**src/rtl/shared_pkg.sv**
```systemverilog
// Shared read-side FIFO parameters and the read controller state encoding.
package shared_pkg;

   localparam int FIFO_WIDTH = 16;
   localparam int FIFO_DEPTH = 16;
   localparam int STAT_W     = 16;

   typedef enum logic [1:0] {
      IDLE  = 2'd0,
      RUN   = 2'd1,
      DRAIN = 2'd2
   } rd_state_e;

endpackage

```
**src/rtl/fifo_rd_ctrl.sv**
```systemverilog
// FIFO read controller: issues reads, absorbs the 1-cycle read latency in a 2-entry
// skid buffer and presents a valid/ready stream. Define RD_CTRL_STATS_EN for rd_count.
module fifo_rd_ctrl #(
   parameter int FIFO_WIDTH = shared_pkg::FIFO_WIDTH,
   parameter int STAT_W     = shared_pkg::STAT_W
) (
   input  logic                  clk,
   input  logic                  rst,
   input  logic                  enable,
   output logic                  fifo_rd_en,
   input  logic [FIFO_WIDTH-1:0] fifo_data_out,
   input  logic                  fifo_empty,
   input  logic                  fifo_underflow,
   output logic                  m_valid,
   output logic [FIFO_WIDTH-1:0] m_data,
   input  logic                  m_ready,
   output logic                  busy,
   output logic                  err_underflow,
   output logic [STAT_W-1:0]     rd_count,
   output logic [1:0]            dbg_state,
   output logic [1:0]            dbg_occ
);
   import shared_pkg::*;

   // Stream handshake: a word transfers on a rising edge where m_valid && m_ready;
   // m_valid never depends on m_ready, and m_data holds while m_valid && !m_ready.

   rd_state_e             state_q, state_d;
   logic [1:0]            occ_q, occ_d;
   logic                  inflight_q;
   logic                  wr_ptr_q, rd_ptr_q;
   logic                  err_q;
   logic [FIFO_WIDTH-1:0] mem_q [2];
   logic                  push, pop;
   logic [2:0]            occ_proj;

   assign push     = inflight_q;
   assign m_valid  = (occ_q != 2'd0) && !rst;
   assign pop      = m_valid && m_ready;
   assign m_data   = mem_q[rd_ptr_q];
   // Projected occupancy once the outstanding read lands; keeps the buffer from overflowing.
   assign occ_proj = {1'b0, occ_q} + {2'b00, inflight_q} - {2'b00, pop};

   assign fifo_rd_en = enable && (state_q == RUN) && !fifo_empty && !rst
                       && (occ_proj < 3'd2);

   assign busy          = (state_q != IDLE) || (occ_q != 2'd0);
   assign err_underflow = err_q;
   assign dbg_state     = state_q;
   assign dbg_occ       = occ_q;

   always_comb begin
      occ_d = occ_q;
      if (push && !pop) begin
         occ_d = occ_q + 2'd1;
      end else if (!push && pop) begin
         occ_d = occ_q - 2'd1;
      end
   end

   always_comb begin
      state_d = state_q;
      case (state_q)
         IDLE:    if (enable) state_d = RUN;
         RUN:     if (!enable) state_d = DRAIN;
         DRAIN: begin
            if (enable) begin
               state_d = RUN;
            end else if (!inflight_q && (occ_q == 2'd0)) begin
               state_d = IDLE;
            end
         end
         default: state_d = IDLE;
      endcase
   end

   always_ff @(posedge clk) begin
      if (rst) begin
         state_q    <= IDLE;
         occ_q      <= 2'd0;
         inflight_q <= 1'b0;
         wr_ptr_q   <= 1'b0;
         rd_ptr_q   <= 1'b0;
         err_q      <= 1'b0;
      end else begin
         state_q    <= state_d;
         occ_q      <= occ_d;
         inflight_q <= fifo_rd_en;
         if (push) wr_ptr_q <= ~wr_ptr_q;
         if (pop) rd_ptr_q <= ~rd_ptr_q;
         if (fifo_underflow) err_q <= 1'b1;
      end
   end

   // Data storage carries no reset; occupancy alone decides what is valid.
   always_ff @(posedge clk) begin
      if (push && !rst) begin
         mem_q[wr_ptr_q] <= fifo_data_out;
      end
   end

`ifdef RD_CTRL_STATS_EN
   logic [STAT_W-1:0] rd_count_q;

   always_ff @(posedge clk) begin
      if (rst) begin
         rd_count_q <= '0;
      end else if (pop) begin
         rd_count_q <= rd_count_q + 1'b1;
      end
   end

   assign rd_count = rd_count_q;
`else
   assign rd_count = '0;
`endif

endmodule

```
**config.mk**
```make
export PLATFORM = sky130hd
export DESIGN_NAME = fifo_rd_ctrl
export DESIGN_NICKNAME = d
export VERILOG_FILES = /design/src/rtl/shared_pkg.sv /design/src/rtl/fifo_rd_ctrl.sv
export SDC_FILE = /design/constraint.sdc
export NUM_CORES = 1
export LEC_CHECK = 0
export ABC_AREA = 0
export CELL_PAD_IN_SITES_DETAIL_PLACEMENT = 1
export CELL_PAD_IN_SITES_GLOBAL_PLACEMENT = 1
export CORE_MARGIN = 2
export CORE_UTILIZATION = 25
export CTS_CLUSTER_DIAMETER = 30
export DETAILED_ROUTE_END_ITERATION = 12
export PLACE_DENSITY = 0.68
export SYNTH_ARGS = -nofsm -noshare
export SYNTH_HDL_FRONTEND = slang
export SYNTH_SLANG_ARGS = --single-unit
```
**constraint.sdc**
```tcl
create_clock -name clk -period 2.5 [get_ports clk]
set_input_delay 0.5 -clock clk [delete_from_list [all_inputs] [get_ports clk]]
set_output_delay 0.5 -clock clk [all_outputs]
set_load 0.01 [all_outputs]
```
After elaboration in Yosys (flattened, before gate mapping)
Memory sizes are Yosys's and may differ from the RTL's. A register that Yosys moved wholly into a read port is not among the register bits.
Index checks and enable logic that the tools add are counted.
{ "totals": {"out_inout_bits": 40, "ram_bits": 32, "inputBits": 22, "regBits": 8, "elab_cells": 51, "mem_count": 1} }
{ "op_classes": {"n_bitwise": 2, "eq_ne": 5, "add_sub_neg": 4, "muxes": 11, "reduce_logical": 21, "order_cmp": 1} }
{ "mem_list": {"columns": ["memory", "words", "word_bits", "read_ports", "rd_clocked_by_memory_dff", "wr", "line_no", "text"], "rows": [
  ["mem_q", 2, 16, 1, 1, 1, "fifo_rd_ctrl.sv:33", "logic [FIFO_WIDTH-1:0] mem_q [2];"]
]} }
{ "op_table": {"columns": ["cell", "count"], "rows": [
  ["two-way mux 2 bit", 6],
  ["logical AND 1 bit", 10],
  ["one-hot mux 2 bit (3 select lines)", 1],
  ["nonzero test 2 bit", 3],
  ["zero test 1 bit", 4],
  ["zero test 2 bit", 2],
  ["two-way mux 1 bit", 4],
  ["inequality test 2 bit (second input constant)", 2],
  ["adder 2 x 1 -> 3 bit", 1],
  ["less-than comparator 3 x 2 -> 1 bit (second input constant)", 1],
  ["inequality test 3 bit (second input constant)", 1],
  ["AND reduction 3 bit", 1],
  ["subtractor 3 x 1 -> 3 bit", 1],
  ["adder 2 x 1 -> 2 bit (second input constant)", 1],
  ["== test 2 x 1 -> 1 bit (second input constant)", 1],
  ["== test 2 bit (second input constant)", 1],
  ["inverter 1 bit", 2],
  ["subtractor 2 x 1 -> 2 bit (second input constant)", 1],
  ["logical OR 1 bit", 1]
]} }

Logic depth before layout (Yosys ltp)
{ "depth": {"ltp_word": 6, "ltp_mapped": 9, "depth_no_buf": 9} }

Least setup slack after synthesis
No wires, ideal clock.
{ "synth_path": {"kind": "input to output", "start": "input port rst", "end": "output port fifo_rd_en", "cell_stages": 9, "arrival_time_ps": 2421, "n_path_buf": 1, "required_ps": 2000, "path_slack_ps": -421, "cell_sequence": "buf_2 nor2_1 and2_1 ha_1 or2b_1 fa_1 xnor2_1 nand3b_1 nor3_1"} }
{ "synth_via": {"elab_chain_cells": 6, "word_cells_on_any_way": 7, "classes_between": "add/sub (1); order compare (1); reduce/logical (5)"} }
{ "synth_rtl": {"columns": ["element", "line_no", "text"], "rows": [
  ["start, declared", "fifo_rd_ctrl.sv:8", "input logic rst,"],
  ["zero test 1 bit", "fifo_rd_ctrl.sv:38", "assign m_valid = (occ_q != 2'd0) && !rst;"],
  ["logical AND 1 bit", "fifo_rd_ctrl.sv:38", null],
  ["via m_valid", "fifo_rd_ctrl.sv:14", "output logic m_valid,"],
  ["logical AND 1 bit", "fifo_rd_ctrl.sv:39", "assign pop = m_valid && m_ready;"],
  ["via pop", "fifo_rd_ctrl.sv:34", "logic push, pop;"],
  ["subtractor 3 x 1 -> 3 bit", "fifo_rd_ctrl.sv:42", "assign occ_proj = {1'b0, occ_q} + {2'b00, inflight_q} - {2'b00, pop};"],
  ["less-than comparator 3 x 2 -> 1 bit", "fifo_rd_ctrl.sv:45", "&& (occ_proj < 3'd2);"],
  ["logical AND 1 bit", "fifo_rd_ctrl.sv:45", null],
  ["end, declared", "fifo_rd_ctrl.sv:10", "output logic fifo_rd_en,"]
]} }
The timed path passes the listed nets, and every way through them passes these cells.

Worst setup path after layout
{ "layout_path": {"start": "register occ_q[0], in the netlist dbg_occ[0]", "end": "output port fifo_rd_en"} }
{ "layout_via": {"elab_chain_cells": 6, "word_cells_on_any_way": 7, "classes_between": "add/sub (2); order compare (1); reduce/logical (4)"} }
{ "layout_rtl": {"columns": ["element", "line_no", "text"], "rows": [
  ["start, declared", "fifo_rd_ctrl.sv:29", "logic [1:0] occ_q, occ_d;"],
  ["start signal, assigned", "fifo_rd_ctrl.sv:80", "occ_q <= 2'd0;"],
  ["start signal, assigned", "fifo_rd_ctrl.sv:87", "occ_q <= occ_d;"],
  ["nonzero test 2 bit", "fifo_rd_ctrl.sv:38", null],
  ["logical AND 1 bit", "fifo_rd_ctrl.sv:38", null],
  ["logical AND 1 bit", "fifo_rd_ctrl.sv:39", null],
  ["via pop", "fifo_rd_ctrl.sv:34", null],
  ["subtractor 3 x 1 -> 3 bit", "fifo_rd_ctrl.sv:42", null],
  ["less-than comparator 3 x 2 -> 1 bit", "fifo_rd_ctrl.sv:45", null],
  ["logical AND 1 bit", "fifo_rd_ctrl.sv:45", null]
]} }
The timed path passes the listed nets, and every way through them passes these cells.

==> flow_summary.yaml <==
final_layout:
  final_common_cell: "clkdlybuf4s50_1"
  area_growth_pct: 44.8
  antennaDiodeCount: 0
  layout.nets: 207
  drive_gt1_share_pct: 31.1
  post-route-cell-area_mm2: 0.00246
  utilization_pct: 36.9
  stdcell_count: 263
  final_cell_mix: "42 x clkdlybuf4s50_1, 32 x edfxtp_1, 20 x buf_4"
routing:
  drtIter0Drc: 19
  drcViolationCount: 0
  routedWlPerCell_um: 12.7
  first_pass_iters: 3
  vias: 1049
  antenna_left: 0
  wl_mm: 3.35
  viasPerCell: 3.99
power:
  p_leak_nw: 0.881
  ir_drop_v: 0.000181
  power_density_mw_per_mm2: 558
flow_run:
  max_cap_viol_count: 0
clock_network:
  cts_buffers: 5
  clock_sinks: 41
  insertion_delay_ps: 290
  path_clk_slew_ps: 80
  cts_hold_buf: 0
  clockRootBuffer: "clkbuf_8"
  h-tree-depth: 2
  clock_path_buffers: 2
  tritoncts: "yes"
worst_setup_path:
  worstSetupStartpointType: "flop"
  r2r-start: "dbg_occ[0]$_SDFFE_PP0N_"
  r2r_end: "inflight_q$_SDFF_PP0_"
  r2r_slack_ps: -300
  cp-end-kind: "primary output"
  critPathMostFrequentCell: "nor2_4"
  path_class: "flop to primary output"
  crit_slowest_cell: "fa_2"
  path_buf_inv: 1
  ff2ff_path_depth: 16
  worstPathArrival_ps: 2340
  crit_start: "dbg_occ[0]$_SDFFE_PP0N_"
  crit_chain: "nor2_4 > nor2_4 > and2_4 > ha_4 > or2b_1 > fa_2 > xnor2_2 > nand3b_1 > nor3_2 > buf_2"
  cp_top_family: "simple AND/OR/NAND/NOR gates"
  cp_data_required_time_ps: 2000
  cp_max_fo: 2
  max_stage_delay_ps: 370
global_routing:
  grt.total_usage_pct: 9.39
  overflow: 0
  grt_max_degree: 17
  grt_pass1_vias: 1140
  antenna_found_initial: 0
  grt_pass1_wl_mm: 5.31
timing:
  setup_viol: 2
  skew_ps: 5.06
  setup_slack_ps: -336
  fmax_mhz: 353
  hold_violations: 0
  drv_slew: 0
  hold_slack_ps: 479
  rsz0062_at_grt: "true"
  finalCritPeriodShare_pct: 113
  fin_crit_ps: 2840
floorplanning:
  die_h_um: 86.5
  die_area_mm2: 0.00748
  rows: 30
  fp.coreArea_mm2: 0.00668
  die_x_um: 86.5
  initial_utilization_pct: 25.5
  io_pins: 62
yosys:
  netlist_instances: 114
  yosysWarnings: 0
  ys_top_cells_by_area: "edfxtp_1 56%, dfxtp_1 11%, mux2_2 11%"
  syn_area_mm2: 0.00170
  ys_seq_area_share_pct: 67.1
  yosysTopAreaCell: "edfxtp_1"
  synth_top_area_share_pct: 56.5
  synth_cell_types: 25
  synth.avg_cell_area_um2: 14.9
  synth.ff_latch_count: 41
place:
  dp_hpwl_mm: 2.20
  placed_area_mm2: 0.00230
  portBuffers: 45
  place_congestion: 0.682
  dp_cells: 247
  dpl_worst_slack_ps: -996
outcome:
  outcome: "finished, violations left"
  violations: "negative setup slack"
min_path:
  min_from: "err_underflow$_SDFFE_PP0P_"
  min_path_cells: 2
  hold_class: "flop to flop"
  min_to: "err_underflow$_SDFFE_PP0P_"
==> timing repair <==
action | CTS | global route
buffers inserted | 8 | 0
gates cloned | 0 | 0
resized for setup | 9 | 3
endpoints found under the setup margin | 1 | 2
pin swaps | 2 | 2
==> flip-flops by register name, summed over array words and instances, names as in the netlist, named ones only <==
register	count
dbg_occ	2
dbg_state	2
wr_ptr_q	1
rd_ptr_q	1
inflight_q	1
err_underflow	1
mem_q	32
==> cell type report <==
type,instances,area [um2]
Sequential cell,41,1140
Inverter,2,7.51
Timing Repair Buffer,65,594
Fill cell,721,4220
Clock buffer,5,68.8
Clock inverter,3,17.5
Multi-Input combinational cell,67,532
Tap cell,80,100
==> layer usage <==
metal / vias to the layer above / track usage, % / wire [um]
li1: 505 / - / -
met1: 504 / 10.9 / 1350
met2: 35 / 16.2 / 1760
met3: 5 / 3.33 / 193
met4: 0 / 2.98 / 47
met5: - / 0 / 0
==> synthesized netlist by cell type <==
cell type	number
edfxtp_1	32
buf_4	16
mux2_2	16
dfxtp_1	9
nor2_1	8
buf_2	3
nand2_1	3
nor3_1	3
xor2_1	3
a21oi_1	2
ha_1	2
inv_1	2
o21ai_0	2
xnor2_1	2
a211o_1	1
a211oi_2	1
and2_1	1
conb_1	1
fa_1	1
nand2b_1	1
nand3b_1	1
nor2_2	1
nor3b_1	1
or2b_1	1
or3_1	1
==> worst register-to-register path: stages, from the launching register on <==
cell and delay (ps):
dfxtp_2 340, nor2_4 150, nor2_4 50, and2_4 140, ha_4 210, or2b_1 230
fa_2 370, xnor2_2 160, nand3b_1 130, buf_4 150, buf_4 120, buf_4 120
buf_4 120, buf_4 120, buf_4 120, buf_4 120, nor3_2 90
==> report_power, final <==
part | switching [mW] | total (mW) | internal, mW
clock | 0.226 | 0.419 | 0.193
combinational | 0.0835 | 0.207 | 0.124
sequential | 0.00617 | 0.749 | 0.743
total | 0.316 | 1.38 | 1.06
==> cells by family (layout without fill, tap and decap cells) <==
family	count (synthesis)	in the layout	share of synthesized area (%)
DFF	41	41	67.1
and+or+nand+nor	21	21	6.10
buffers and inverters	21	75	8.38
muxes	16	16	10.6
AOI/OAI and AO/OA	6	6	2.43
xor gates and xnor gates	5	5	2.57
adders and majority gates	3	3	2.65
other	1	16	0.220
==> per-stage QoR <==
| stage | power, mW | setup TNS (ps) |
|---|---|---|
| finish | 1.38 | -635 |
| CTS | 1.39 | -579 |
| floorplan | 0.860 | -158 |
| detailed placement | 0.939 | -996 |
| global placement | 0.935 | -1000 |
| global route | 1.44 | -880 |
==> worst max path at each step <==
stage / to / depth (start not counted) / slack (ps)
after floorplan: fifo_rd_en / 8 / -160
after global placement: fifo_rd_en / 9 / -1000
after detailed placement: fifo_rd_en / 9 / -1000
after CTS: fifo_rd_en / 9 / -320
after global routing: inflight_q$_SDFF_PP0_ / 16 / -440
final: fifo_rd_en / 10 / -340
No activity file was read; power rests on OpenSTA's default activity.
